--- src/rtl/sprite_pixel_mapper.sv ---
// Sprite pixel mapper: sprite-box coordinate + animation state -> RGB.
// Three-stage pipeline with frame-boundary attribute latching.
module sprite_pixel_mapper #(
    parameter int SPRITE_W   = 100,
    parameter int SPRITE_H   = 120,
    parameter int ADDR_W     = 19,
    parameter int NUM_FRAMES = 19,
    parameter int FRAME_W    = 5,
    parameter int STATE_W    = 6,
    parameter int CODE_W     = 4,
    parameter int NUM_PAL    = 2,
    parameter int PAL_W      = 1
) (
    input  logic               Clk,
    input  logic               Reset_n,
    input  logic               frame_start,
    input  logic [STATE_W-1:0] anim_state,
    input  logic               flip,
    input  logic [PAL_W-1:0]   pal_sel,
    input  logic               in_valid,
    input  logic [9:0]         px,
    input  logic [9:0]         py,
    input  logic               map_we,
    input  logic [STATE_W-1:0] map_state,
    input  logic [FRAME_W-1:0] map_frame,
    input  logic               pal_we,
    input  logic [PAL_W-1:0]   pal_wsel,
    input  logic [CODE_W-1:0]  pal_widx,
    input  logic [23:0]        pal_wdata,
    output logic [FRAME_W-1:0] rom_frame,
    output logic [ADDR_W-1:0]  rom_addr,
    input  logic [CODE_W-1:0]  rom_code,
    output logic               out_valid,
    output logic [7:0]         Red,
    output logic [7:0]         Green,
    output logic [7:0]         Blue,
    output logic               zero
);

    localparam int          CODES = 1 << CODE_W;
    localparam int          MAP_N = 1 << STATE_W;
    localparam logic [31:0] SW_U  = 32'(SPRITE_W);
    localparam logic [31:0] SH_U  = 32'(SPRITE_H);
    localparam logic [31:0] NF_U  = 32'(NUM_FRAMES);
    localparam logic [31:0] NP_U  = 32'(NUM_PAL);

    function automatic logic [23:0] pal_default(input int idx);
        case (idx % 16)
            0:       return 24'h80b8a8;
            1:       return 24'hf0b000;
            2:       return 24'hf0e079;
            3:       return 24'hf0da9a;
            4:       return 24'hf0c080;
            5:       return 24'hbf744f;
            6:       return 24'h101010;
            7:       return 24'h440403;
            8:       return 24'hf34700;
            9:       return 24'hd84000;
            10:      return 24'hb03000;
            11:      return 24'h6d3829;
            12:      return 24'hf84800;
            13:      return 24'hcc885c;
            14:      return 24'hf0f0f0;
            default: return 24'h584048;
        endcase
    endfunction

    logic [FRAME_W-1:0] map_q [MAP_N];
    logic [23:0]        pal_q [NUM_PAL][CODES];

    logic [FRAME_W-1:0] act_frame_q;
    logic               act_flip_q;
    logic [PAL_W-1:0]   act_pal_q;

    logic               v1_q;
    logic               box1_q;
    logic [PAL_W-1:0]   pal1_q;
    logic [FRAME_W-1:0] rom_frame_q;
    logic [ADDR_W-1:0]  rom_addr_q;

    logic               v2_q;
    logic               box2_q;
    logic [PAL_W-1:0]   pal2_q;

    logic               out_valid_q;
    logic [23:0]        rgb_q;
    logic               zero_q;

    logic               in_box_d;
    logic [31:0]        xe_d;
    logic [ADDR_W-1:0]  rom_addr_d;
    logic [PAL_W-1:0]   pal_sel_d;
    logic [FRAME_W-1:0] map_wdata_d;
    logic               pal_wok_d;
    logic               transp_d;
    logic [23:0]        rgb_d;

    // Address generation, input sanitising and final colour lookup
    always_comb begin
        in_box_d    = (32'(px) < SW_U) && (32'(py) < SH_U);
        xe_d        = act_flip_q ? (SW_U - 32'd1 - 32'(px)) : 32'(px);
        rom_addr_d  = ADDR_W'(32'(py) * SW_U + xe_d);
        pal_sel_d   = (32'(pal_sel) < NP_U) ? pal_sel : '0;
        map_wdata_d = (32'(map_frame) < NF_U) ? map_frame : '0;
        pal_wok_d   = 32'(pal_wsel) < NP_U;
        transp_d    = !box2_q || (rom_code == '0);
        rgb_d       = transp_d ? 24'hffffff : pal_q[pal2_q][rom_code];
    end

    // Programmable animation-state to frame-ROM map
    always_ff @(posedge Clk or negedge Reset_n) begin
        if (!Reset_n) begin
            for (int s = 0; s < MAP_N; s++) begin
                map_q[s] <= FRAME_W'(s % NUM_FRAMES);
            end
        end else if (map_we) begin
            map_q[map_state] <= map_wdata_d;
        end
    end

    // Writable palettes; reads in the same cycle see the pre-write entry
    always_ff @(posedge Clk or negedge Reset_n) begin
        if (!Reset_n) begin
            for (int p = 0; p < NUM_PAL; p++) begin
                for (int c = 0; c < CODES; c++) begin
                    pal_q[p][c] <= pal_default(c);
                end
            end
        end else if (pal_we && pal_wok_d) begin
            pal_q[pal_wsel][pal_widx] <= pal_wdata;
        end
    end

    // Active attributes change only at frame boundaries to avoid tearing
    always_ff @(posedge Clk or negedge Reset_n) begin
        if (!Reset_n) begin
            act_frame_q <= '0;
            act_flip_q  <= 1'b0;
            act_pal_q   <= '0;
        end else if (frame_start) begin
            act_frame_q <= map_q[anim_state];
            act_flip_q  <= flip;
            act_pal_q   <= pal_sel_d;
        end
    end

    // Stage 1: issue ROM address for the requested pixel
    always_ff @(posedge Clk or negedge Reset_n) begin
        if (!Reset_n) begin
            v1_q        <= 1'b0;
            box1_q      <= 1'b0;
            pal1_q      <= '0;
            rom_frame_q <= '0;
            rom_addr_q  <= '0;
        end else begin
            v1_q <= in_valid;
            if (in_valid) begin
                box1_q      <= in_box_d;
                pal1_q      <= act_pal_q;
                rom_frame_q <= act_frame_q;
                rom_addr_q  <= rom_addr_d;
            end
        end
    end

    // Stage 2: carry pixel tags alongside the synchronous ROM read
    always_ff @(posedge Clk or negedge Reset_n) begin
        if (!Reset_n) begin
            v2_q   <= 1'b0;
            box2_q <= 1'b0;
            pal2_q <= '0;
        end else begin
            v2_q   <= v1_q;
            box2_q <= box1_q;
            pal2_q <= pal1_q;
        end
    end

    // Stage 3: registered colour output, held between valid pixels
    always_ff @(posedge Clk or negedge Reset_n) begin
        if (!Reset_n) begin
            out_valid_q <= 1'b0;
            rgb_q       <= '0;
            zero_q      <= 1'b1;
        end else begin
            out_valid_q <= v2_q;
            if (v2_q) begin
                rgb_q  <= rgb_d;
                zero_q <= transp_d;
            end
        end
    end

    assign rom_frame = rom_frame_q;
    assign rom_addr  = rom_addr_q;
    assign out_valid = out_valid_q;
    assign Red       = rgb_q[23:16];
    assign Green     = rgb_q[15:8];
    assign Blue      = rgb_q[7:0];
    assign zero      = zero_q;

endmodule

--- config.mk ---
export PLATFORM = sky130hd
export DESIGN_NAME = sprite_pixel_mapper
export DESIGN_NICKNAME = d
export VERILOG_FILES = /design/src/rtl/sprite_pixel_mapper.sv
export SDC_FILE = /design/constraint.sdc
export NUM_CORES = 2
export LEC_CHECK = 0
export BUFFER_PORTS_ARGS = -buffer_cell sky130_fd_sc_hd__clkbuf_2
export CAP_MARGIN = 20
export CORE_MARGIN = 3
export CORE_UTILIZATION = 59
export DETAILED_ROUTE_END_ITERATION = 7
export PLACE_DENSITY = 0.76
export SLEW_MARGIN = 20
export SYNTH_ARGS = -nofsm -noshare
export SYNTH_HDL_FRONTEND = slang
export SYNTH_SLANG_ARGS = --single-unit
--- constraint.sdc ---
create_clock -name Clk -period 3.35 [get_ports Clk]
set_input_delay 0.335 -clock Clk [delete_from_list [all_inputs] [get_ports Clk]]
set_output_delay 0.335 -clock Clk [all_outputs]
set_load 0.05 [all_outputs]
==> results.md <==
| Stage | Metric | Reported |
|---|---|---|
| critical path | Crit start category | input pin |
| status | Outcome | complete, no violations |
| critical path | Critical Path Fanout Max | 4 |
| yosys | Number of unique standard cell types used by synthesis | 68 |
| grt | All-Layer GR Usage | 27.81% |
| floorplanning | Area of the placeable core | 90150 µm² |
| finish | Fraction of layout cells with a size suffix above 1 | 56.27% |
| timing | Fin crit period | 3.285 ns |
| yosys | Netlist area before placement | 53710 µm² |
| drt | Length of the first detailed-routing pass in iterations | 5 |
| drt | DR WL/cell | 25.12 µm |
| worst hold path | Hold Startpoint | px[2] |
| finish | Cell area after layout | 60710 µm² |
| finish | Fillcell total | 6259 |
| clock network | Number of CTS-inserted buffers | 114 |
| pwr | Leakage power of the design | 0.02595 µW |
| pwr | Max VDD drop | 512.0 µV |
| critical path | Type of the worst setup path | in -> reg |
| drt | Final ANT Viol Nets | 0 |
| yosys | Post-Synthesis Net Count | 3841 |
| grt | Remaining global-route overflow | 0 |
| yosys | Cell count after synthesis | 3703 |
| placed design | Setup WS pre-CTS | -0.7657 ns |
| placed design | IO buf count | 127 |
| yosys | Number of storage elements in the synthesis netlist | 1147 |
| critical path | Biggest cell delay along the critical path | 0.53 ns |
| timing | Final hold violations | 0 |
| critical path | CP Cell Sequence | clkbuf_8 -> ha_4 -> ha_4 -> inv_2 -> fa_1 -> inv_2 -> ha_4 -> o21ai_2 -> inv_2 -> a2111oi_4 -> or3_4 -> buf_4 -> buf_4 -> o211ai_1 -> ha_2 -> nand2b_4 -> a211oi_2 -> or4_1 -> o211ai_1 |
| worst hold path | Number of cells on the worst hold path | 3 |
| placed design | Detailed-placement wirelength estimate | 79880 µm |
| critical path | Beginning of the worst register-to-register path | act_flip_q |
| timing | Endpoints failing setup | 0 |
| yosys | Post-synth top flop | dfrtp_1 |
| critical path | Critical-path top delay cell | or4_1 |
| yosys | Leading cell types by count after synthesis | mux2_2, dfrtp_1, dfstp_2 |
| floorplanning | Ports placed on the boundary | 128 |
| floorplanning | Die area | 94700 µm² |
| yosys | Most instantiated library cell after synthesis | mux2_2 |
| timing | Worst slew slack as a fraction of its limit | 33.00% |
| worst hold path | Worst hold path type | in -> reg |
| drt | Vias/cell | 6.282 |
| flow run | Number of violations of the max-capacitance limit | 0 |
| yosys | Number of enable flip-flop cells after synthesis | 0 |
| placed design | GP Congestion | 0.8367 |
| critical path | Reg2Reg Capture Point | rom_addr[14] |
| clock network | Depth of the CTS H-tree | 3 |
| timing | Final worst path period share | 98.05% |
| grt | Initial antenna violation count | 7 |
| clock network | Worst-skew pair later-pin latency | 0.69 ns |
| drt | Starting DRC count in detailed routing | 2354 |
| floorplanning | Row count | 110 |
| yosys | Biggest area consumer among synthesized cells | dfrtp_1 |
| critical path | Critical Path RT | 3.94 ns |
| clock network | Library cell used as clock root buffer | clkbuf_16 |
| timing | Final count of pins violating max slew | 0 |
| worst hold path | Endpoint of the worst hold path | rom_addr[2] |
| drt | Post-route DRC | 0 |
| yosys | Ys async rst share | 100.0% |
| timing | Skew final | 0.02666 ns |
| grt | Wire length of the first global-routing pass | 203800 µm |
| yosys | Syn. warnings | 0 |
| finish | FF/Latch Area | 29200 µm² |
| timing | Worst Tran Pin Value | 1.001 ns |
| finish | Total area of multi-input combinational cells | 23540 µm² |
| clock network | Number of clock sinks seen by CTS | 1147 |
| clock network | Number of buffers on the longest clock path | 3 |
| yosys | Post-synth top area share | 35.03% |
| placed design | DP Area | 56570 µm² |
| critical path | Depth of the most critical reg-to-reg path | 9 |
| timing | Final Worst Setup Slack | 0.06541 ns |
| timing | Maximum achievable frequency | 0.3045 GHz |
| drt | Number of vias in the routed layout | 32194 |
| critical path | Flop2flop setup slack | 0.45 ns |
| clock network | CTS clock-pin slew for the worst setup and hold paths | 0.06 ns |
| yosys | Ranking of synthesized cells by area | dfrtp_1, mux2_2, dfstp_2 |
| grt | Number of global-route vias before repair | 34019 |
| grt | Largest net degree at the start of global routing | 92 |
| yosys | Mean instance size in the synthesized netlist | 14.51 µm² |
| yosys | Proportion of synthesized chip area in sequential cells | 54.36% |
| timing | Final Hold Slack | 0.07826 ns |
| finish | Number of nets in the layout | 3984 |
| timing | Setup repair after global routing missed its margin | yes |
| critical path | CP endpoint kind | flip-flop |
| pwr | Pwr Density | 627.5 nW/µm² |
| clock network | CTS tree | built |
| floorplanning | Initial Util | 59.58% |
| finish | Synthesis-to-finish area growth | 13.02% |
| critical path | Critical path arrival | 3.88 ns |
| finish | Util after Layout | 67.34% |
| floorplanning | Height of the die | 307.7 µm |
| floorplanning | Width of the die | 307.7 µm |
| drt | Total Routed Length | 128800 µm |
==> critical path, delay by kind of cell <==
family                     cells  cell delay [ns]
AOI/OAI and AO/OA              5             0.44
adders and majority gates      5             1.51
buffers and inverters          6             0.55
and+or+nand+nor                3             1.01
==> routing by layer <==
metal  GRT usage (%)  vias up  wire length, µm
li1                -    13953                -
met5               0        -               48
met3           4.518      236             6289
met1           38.09    17209            54490
met2           46.44      788            64100
met4           8.141        8             3829
==> area by class of cell <==
type,count,share of cell area [%]
Inverter,28,0.1731
Antenna cell,4,0.01649
Timing Repair Buffer,318,4.196
Sequential cell,1147,48.10
Tap cell,1176,2.424
Multi-Input combinational cell,2237,38.77
Clock buffer,178,5.625
Clock inverter,37,0.6905
==> flip-flops by register name (all words and copies together), names as in the netlist <==
register and cells:
act_flip_q 1, act_pal_q 1, map_q 320, pal1_q 1
zero 1, act_frame_q 5, pal2_q 1, rom_frame 5
out_valid 1, rom_addr 19, pal_q 764, box2_q 1
box1_q 1, rgb_q 24, v2_q 1, v1_q 1
==> cells in the final DEF (no fill, tap or decap), types with 38 or more instances in the layout <==
| master | instances |
|---|---|
| nor2_1 | 79 |
| clkbuf_16 | 115 |
| ha_1 | 38 |
| o21ai_0 | 178 |
| nor3_1 | 38 |
| buf_4 | 157 |
| mux4_2 | 277 |
| clkbuf_2 | 117 |
| nand2_1 | 230 |
| mux2_2 | 975 |
| dfrtp_1 | 751 |
| dfstp_2 | 395 |
==> worst max-delay path by stage <==
stage / start / end / cells past startpoint
after global routing: py[4] / rom_addr[14] / 18
final: py[5] / rom_addr[17] / 19
after floorplan: py[3] / rom_addr[14] / 17
after global placement: py[3] / rom_addr[14] / 18
after CTS: py[5] / rom_addr[14] / 18
after detailed placement: py[3] / rom_addr[14] / 18
==> cell families (layout without fill, tap and decap cells) <==
logic type,Yosys count,after routing,synth area share [%]
AOI/OAI and AO/OA,359,359,4.079
xor gates and xnor gates,25,25,0.4076
adders and majority gates,60,60,1.481
buffers and inverters,319,561,2.616
DFF,1147,1147,54.36
muxes,1287,1287,32.71
other,0,4,0
and+or+nand+nor,506,506,4.351
==> power breakdown <==
group          internal [µW]  leakage [µW]  switching, µW  total [µW]
Sequential             16600        0.0138           1140       17800
Combinational           4100        0.0103           3300        7410
Clock                   7540       0.00190           5380       12900
==> per-stage QoR <==
| stage | total power (µW) | cells | TNS [ns] |
|---|---|---|---|
| after floorplan | 22950 | 3703 | -1.751 |
| after global placement | 24860 | 4895 | -4.776 |
| after detailed placement | 25190 | 4895 | -5.137 |
| after CTS | 38210 | 5119 | 0 |
| after global routing | 39780 | 5122 | -0.09472 |
| final | 38090 | 5125 | 0 |
==> repair_timing <==
| action | in CTS | in global routing |
|---|---|---|
| endpoints found under the setup margin | 4 | 5 |
| hold endpoints to repair | 40 | 0 |
| pin swaps | 18 | 14 |
| hold buffers | 5 | 0 |
| resized for setup | 15 | 19 |
| setup buffers | 4 | 3 |
Note: power is estimated with default switching activity, not from simulation.
